<file path="src/rtl/frame_writer.sv">
// Raster-order framebuffer writer: packs the shaded RGB888 stream to RGB444, writes it
// at a running address, tracks the next (x,y) pixel and pulses frame_done once per frame.
module frame_writer #(
    parameter int H_RES  = 160,
    parameter int V_RES  = 120,
    parameter int ADDR_W = 15,
    parameter int X_W    = 8,
    parameter int Y_W    = 7
) (
    input  logic              clk,
    input  logic              rst,
    input  logic              start,
    input  logic [23:0]       color,
    input  logic              color_valid,
    output logic              fb_we,
    output logic [ADDR_W-1:0] fb_addr,
    output logic [11:0]       fb_wdata,
    output logic [X_W-1:0]    pix_x,
    output logic [Y_W-1:0]    pix_y,
    output logic              busy,
    output logic              frame_done
);

    localparam logic [1:0] S_IDLE = 2'd0;
    localparam logic [1:0] S_RUN  = 2'd1;
    localparam logic [1:0] S_DONE = 2'd2;

    localparam logic [X_W-1:0] X_LAST = X_W'(H_RES - 1);
    localparam logic [Y_W-1:0] Y_LAST = Y_W'(V_RES - 1);

    logic [1:0]        state;
    logic [ADDR_W-1:0] addr_cnt;

    // NOTE: every register here is assigned with <= so all updates see pre-edge values;
    // a blocking assignment would let later statements observe the new value.
    always_ff @(posedge clk) begin
        if (rst) begin
            state      <= S_IDLE;
            addr_cnt   <= '0;
            fb_we      <= 1'b0;
            fb_addr    <= '0;
            fb_wdata   <= '0;
            pix_x      <= '0;
            pix_y      <= '0;
            busy       <= 1'b0;
            frame_done <= 1'b0;
        end else begin
            fb_we      <= 1'b0;
            frame_done <= 1'b0;
            case (state)
                S_IDLE: begin
                    if (start) begin
                        state    <= S_RUN;
                        addr_cnt <= '0;
                        pix_x    <= '0;
                        pix_y    <= '0;
                        busy     <= 1'b1;
                    end
                end
                S_RUN: begin
                    if (color_valid) begin
                        fb_we    <= 1'b1;
                        fb_addr  <= addr_cnt;
                        fb_wdata <= {color[23:20], color[15:12], color[7:4]};
                        addr_cnt <= addr_cnt + 1'b1;
                        if (pix_x == X_LAST) begin
                            pix_x <= '0;
                            if (pix_y == Y_LAST) begin
                                pix_y <= '0;
                                state <= S_DONE;
                            end else begin
                                pix_y <= pix_y + 1'b1;
                            end
                        end else begin
                            pix_x <= pix_x + 1'b1;
                        end
                    end
                end
                S_DONE: begin
                    frame_done <= 1'b1;
                    busy       <= 1'b0;
                    state      <= S_IDLE;
                end
                default: state <= S_IDLE;
            endcase
        end
    end

endmodule

</file>
<file path="config.mk">
export PLATFORM = sky130hd
export DESIGN_NAME = frame_writer
export DESIGN_NICKNAME = d
export VERILOG_FILES = /design/src/rtl/frame_writer.sv
export SDC_FILE = /design/constraint.sdc
export NUM_CORES = 1
export LEC_CHECK = 0
export CORE_MARGIN = 3
export CORE_UTILIZATION = 43
export DETAILED_ROUTE_END_ITERATION = 10
export PLACE_DENSITY = 0.76
export SYNTH_ARGS = -nofsm -noshare
export SYNTH_HDL_FRONTEND = slang
export SYNTH_SLANG_ARGS = --single-unit
</file>
<file path="constraint.sdc">
create_clock -name clk -period 2 [get_ports clk]
set_input_delay 0.5 -clock clk [delete_from_list [all_inputs] [get_ports clk]]
set_output_delay 0.5 -clock clk [all_outputs]
set_load 0.005 [all_outputs]
</file>
==> summary.txt, run 1 <==
STA
  • Worst Tran Pin Value: 464 ps
  • Min Hold Slack: 448 ps
  • Pins Over Slew Limit: 0
  • Setup Viol. Count Final: 0
  • Slew margin rel.: 0.691
  • RSZ-0062 raised after global routing: no
  • Fmax: 517 MHz
  • Final Hold Viols: 0
  • Clk_skew: 8.84 ps
  • Final period utilization: 0.968
  • Min Clock Period, post-route: 1940 ps

Global routing
  • Largest net degree at the start of global routing: 35
  • Gr busiest metal: met2
  • Grt met3 use: 0.0486
  • Initial antenna violation count: 0
  • GRT Util Overall: 0.187
  • Grt total ovfl: 0
  • Vias in the first global route: 2295
  • First-pass GRT wire length: 10600 um
  • GRT met1 Usage: 0.220
  • GR Util met2: 0.312

Setup path
  • Critical path endpoint category: output pin
  • Crit path max-delay family: buffers and inverters
  • Worst Setup Start Kind: flop
  • Crit-path max cell delay: 570 ps
  • Critical path required time: 1500 ps
  • Critical-path cell list: clkdlybuf4s50_1
  • Worst path bufs/invs: 1
  • WP data arrival: 1440 ps
  • Worst Path Max Fanout: 9
  • CP Class: reg -> out
  • Crit-path slowest cell: clkdlybuf4s50_1

Placed design
  • Post-DP HPWL: 4340 um
  • # port buffers: 60
  • GPL Wtd Cong: 0.826

CTS
  • Worst-path clk slew: 70 ps
  • Htree depth: 3
  • CTS tree: built
  • Max clock buf depth: 2
  • Num CTS Buffers: 9
  • Clock root cell: clkbuf_8
  • Clk sinks: 62
  • Later-pin clock latency in the skew report: 340 ps

Die
  • Die area: 0.00694 mm2
  • Die Ht: 83.3 um
  • Chip width: 83.3 um
  • Starting density of the core: 0.456
  • Number of I/O pins: 73
  • Cell Rows: 27
  • Core area: 0.00564 mm2

Yosys
  • Synth top area cells: dfxtp_1, nand2_1, a21oi_1
  • Dominant synthesized flop cell: dfxtp_1
  • Sequential share of the synthesized area: 0.483
  • Post-synthesis register bit count: 62
  • Asr flop ratio synth: 0
  • Largest area contributor in the netlist: dfxtp_1
  • Area share of the largest cell type after synthesis: 0.483
  • Synth Net Count: 342
  • Synth warn: 0
  • Most numerous cell in the Yosys netlist: nand2_1
  • EDFF count, synth: 0
  • Syn avg cell area: 8.26 um2
  • Synth Cell Area: 0.00257 mm2
  • Yosys cell types: 41
  • Most frequent cells after synthesis: nand2_1, dfxtp_1, a21oi_1
  • Mapped Cells: 311

Final layout
  • Ratio of cells with drive above 1 in the final layout: 0.142
  • Fillcell total: 479
  • Area Overhead vs Synth: 41.8%
  • Final net count: 421
  • Diodes inserted: 0
  • Final core utilization: 0.646

Power and ir drop
  • Power Total: 2610 uW
  • Power per cell area: 715 mW/mm2
  • Worst vdd ir: 0.435 mV
  • Static leakage: 0.00123 uW

Drt
  • WL final: 6300 um
  • Post-DR vias/cell: 5.25
  • Routed Antenna Nets: 0
  • Wirelength per Cell: 13.5 um
  • Vias: 2453
  • Starting DRT DRC Count: 123
  • DRT Pass-1 Iters: 4
  • Drc violations: 0

Run status
  • Status: finished, final reports clean

Worst hold path
  • Worst Hold Class: reg -> reg

Run
  • Max_cap viols: 0
-- power breakdown --
group / total [uW] / switching [uW] / internal [uW]
sequential: 1270 / 13.5 / 1250
clock: 1110 / 469 / 637
combinational: 231 / 109 / 123
-- final timing paths --
check              startpoint      endpoint  slack, ps  cells after the start
hold / removal     fb_addr[6]    fb_addr[6]        450                      2
hold reg to reg    fb_addr[6]    fb_addr[6]        450                      2
setup / recovery     pix_y[3]      pix_y[3]         60                      1
setup reg to reg  addr_cnt[1]  addr_cnt[14]        160                      5
-- layer usage --
metal,vias up,share of wire,wire (um)
met1,1123,0.46,2870
met2,77,0.47,2940
met5,-,0,0
li1,1239,-,-
met4,0,0.024,149
met3,14,0.055,346
-- through the flow --
step	TNS [ps]	instances	setup WS (ps)	instance area, um2
after floorplan	0	311	95.1	2570
after global placement	-6830	451	-460	3430
after detailed placement	-7820	451	-477	3430
after CTS	0	467	64.2	3640
after global routing	0	467	5.81	3640
final	0	467	64.5	3640
-- sequential cells by signal, summed over array words and instances (netlist names) --
name / count
addr_cnt: 15
fb_wdata: 12
state: 2
pix_x: 8
fb_addr: 15
pix_y: 7
fb_we: 1
frame_done: 1
busy: 1
-- kinds of logic (layout without fill, tap and decap cells) --
logic type                 count (synthesis)  in the layout  share of synthesized area
muxes                                      1              1                    0.00389
buffers and inverters                     29            113                     0.0448
DFF                                       62             62                      0.483
xor gates and xnor gates                  11             11                     0.0375
adders and majority gates                  3              3                     0.0146
and+or+nand+nor                          139            139                      0.270
AOI/OAI and AO/OA                         66             66                      0.146
-- cell usage in the layout, fill, tap and decap left out, types with 4 or more instances in the layout --
cell type	count
nand2_1	64
dfxtp_1	61
clkdlybuf4s50_1	58
a21oi_1	45
buf_4	29
nor2_1	16
xnor2_1	11
clkbuf_8	11
o31ai_1	10
or4_1	10
nand3_1	9
inv_1	6
nor4_1	6
nand4_1	4
-- area by class of cell --
| type | instances | area (um2) | share of cell area |
|---|---|---|---|
| tap | 72 | 90.1 | 0.0247 |
| timing repair buffer | 91 | 856 | 0.235 |
| inverter | 6 | 22.5 | 0.00618 |
| multi-input combinational | 220 | 1230 | 0.338 |
| clock inverter | 4 | 45.0 | 0.0124 |
| sequential | 62 | 1240 | 0.341 |
| clock buffer | 12 | 155 | 0.0426 |
-- what timing repair did --
item,4_1_cts,5_1_grt
gates resized for setup,6,2
pin swaps,1,0
setup endpoints to repair,12,7
buffers inserted,0,0
hold buffers,0,0
Power figures use the tool's default switching activity.
==> run 2, diff against run 1 <==
==> constraint.sdc (replaced) <==
create_clock -name clk -period 2 [get_ports clk]
set_input_delay 0.2 -clock clk [delete_from_list [all_inputs] [get_ports clk]]
set_output_delay 0.2 -clock clk [all_outputs]
set_load 0.005 [all_outputs]
==> summary.txt, run 2 (same netlist as run 1, synthesis figures left out) <==
Run status
  • Status: finished, final reports clean

Setup path
  • Critical path required time: 2250 ps
  • Critical R2R Launch: addr_cnt[1]
  • FF-to-FF setup slack: 70 ps
  • WP data arrival: 2190 ps
  • Reg-to-reg endpoint: addr_cnt[14]
  • Worst Path Max Fanout: 7
  • CP Class: reg -> reg
  • FF-to-FF path depth: 5
  • Worst Setup Start Kind: flop
  • Critical path endpoint category: flop

Final layout
  • Sequential cell area: 0.00124 mm2
  • Area Overhead vs Synth: 39.0%
  • Final net count: 418
  • Commonest non-fill, non-tap cell in the layout: nand2_1
  • Final core utilization: 0.633
  • Commonest cells after routing, fill and taps aside: nand2_1, dfxtp_1, clkdlybuf4s50_1, a21oi_1, buf_4
  • Ratio of cells with drive above 1 in the final layout: 0.125
  • Diodes inserted: 0
  • Multi-input logic area: 0.00122 mm2
  • Fillcell total: 476
  • Top Registers: addr_cnt x15, fb_addr x15, fb_wdata x12

Placed design
  • # port buffers: 60
  • Post-DP HPWL: 4350 um
  • GPL Wtd Cong: 0.825

Die
  • Core area: 0.00564 mm2
  • Starting density of the core: 0.456
  • Cell Rows: 27
  • Number of I/O pins: 73
  • Chip width: 83.3 um
  • Die Ht: 83.3 um
  • Die area: 0.00694 mm2

STA
  • Worst Tran Pin Value: 447 ps
  • Setup Viol. Count Final: 0
  • Final period utilization: 0.965
  • Min Hold Slack: 415 ps
  • RSZ-0062 raised after global routing: no
  • Slew margin rel.: 0.702
  • Fmax: 518 MHz
  • Min Clock Period, post-route: 1930 ps
  • Final Hold Viols: 0
  • Pins Over Slew Limit: 0
  • Clk_skew: 6.27 ps

Global routing
  • Initial antenna violation count: 0
  • Grt total ovfl: 0
  • GRT Util Overall: 0.183
  • Vias in the first global route: 2326
  • First-pass GRT wire length: 10500 um
  • Largest net degree at the start of global routing: 34

CTS
  • Clk sinks: 62
  • Max clock buf depth: 2
  • Worst-path clk slew: 70 ps
  • CTS tree: built
  • Num CTS Buffers: 9
  • Htree depth: 3
  • Clock root cell: clkbuf_8
  • Later-pin clock latency in the skew report: 330 ps

Drt
  • DRT Pass-1 Iters: 4
  • Vias: 2396
  • Post-DR vias/cell: 5.17
  • Wl on met1: 2890 um
  • Wirelength per Cell: 13.1 um
  • Met2 WL post-DR: 2830 um
  • Top layer in use: met4
  • WL final: 6080 um
  • Met3 wire len: 255 um
  • Routed Antenna Nets: 0
  • Drc violations: 0
  • Starting DRT DRC Count: 114

Worst hold path
  • Worst min-delay path startpoint: color[22]
  • Worst Hold Class: in -> reg
  • Hold depth: 3
  • Hold Crit Endpoint: fb_wdata[10]

Power and ir drop
  • Power Total: 2530 uW
  • Power per cell area: 708 mW/mm2
  • Static leakage: 0.00120 uW
  • Worst vdd ir: 0.360 mV

Run
  • Max_cap viols: 0
-- run 2: cell count changes in the layout (fill, tap and decap cells not counted), sizes merged --
cell           change
clkinv             +1
clkbuf             -2
dlygate4sd2        -2
buf                -3
clkdlybuf4s50      +2
-- run 2: routing by layer --
layer,GRT usage,vias up
li1,-,1233
met4,0.0847,0
met5,0,-
met2,0.301,58
met3,0.0397,11
met1,0.227,1094
-- run 2: report_power, final --
group	internal, uW	leakage (uW)	switching [uW]
clock network	593	0.000102	459
logic	108	0.000596	104
registers	1250	0.000502	12.2
-- run 2: worst max path at each step --
stage                      startpoint      endpoint  slack (ps)
after floorplan              state[0]  addr_cnt[12]         110
after global placement    color_valid  addr_cnt[14]        -160
after detailed placement  color_valid  addr_cnt[14]        -210
after CTS                 addr_cnt[1]  addr_cnt[14]          70
after global routing      addr_cnt[1]  addr_cnt[14]           5
final                     addr_cnt[1]  addr_cnt[14]          70
-- run 2: layout make-up --
| cell class | count | share of cell area |
|---|---|---|
| sequential | 62 | 0.347 |
| multi-input combinational | 220 | 0.342 |
| timing repair buffer | 88 | 0.227 |
| clock buffer | 10 | 0.0385 |
| tap | 72 | 0.0252 |
| clock inverter | 5 | 0.0140 |
| inverter | 6 | 0.00630 |
-- run 2: repair_timing --
action                                  4_1_cts  5_1_grt
hold endpoints to repair                      0        0
gates resized for setup                       1        1
gates cloned                                  0        0
endpoints found under the setup margin        1        1
hold buffers                                  0        0
setup buffers                                 0        0
-- run 2: metrics by stage --
stage	TNS [ps]	setup slack [ps]	instance area (um2)	cells
4_1_cts	0	72.2	3570	463
2_1_floorplan	0	111	2570	311
6_report	0	69.8	3570	463
5_1_grt	0	5.22	3570	463
3_5_place_dp	-1610	-208	3380	448
3_3_place_gp	-1190	-163	3380	448
-- run 2: worst max-delay path, stage by stage, from the launching register on --
cell,delay (ps)
dfxtp_1,380
ha_1,170
inv_1,70
or4b_4,540
or4_1,530
a21oi_1,170
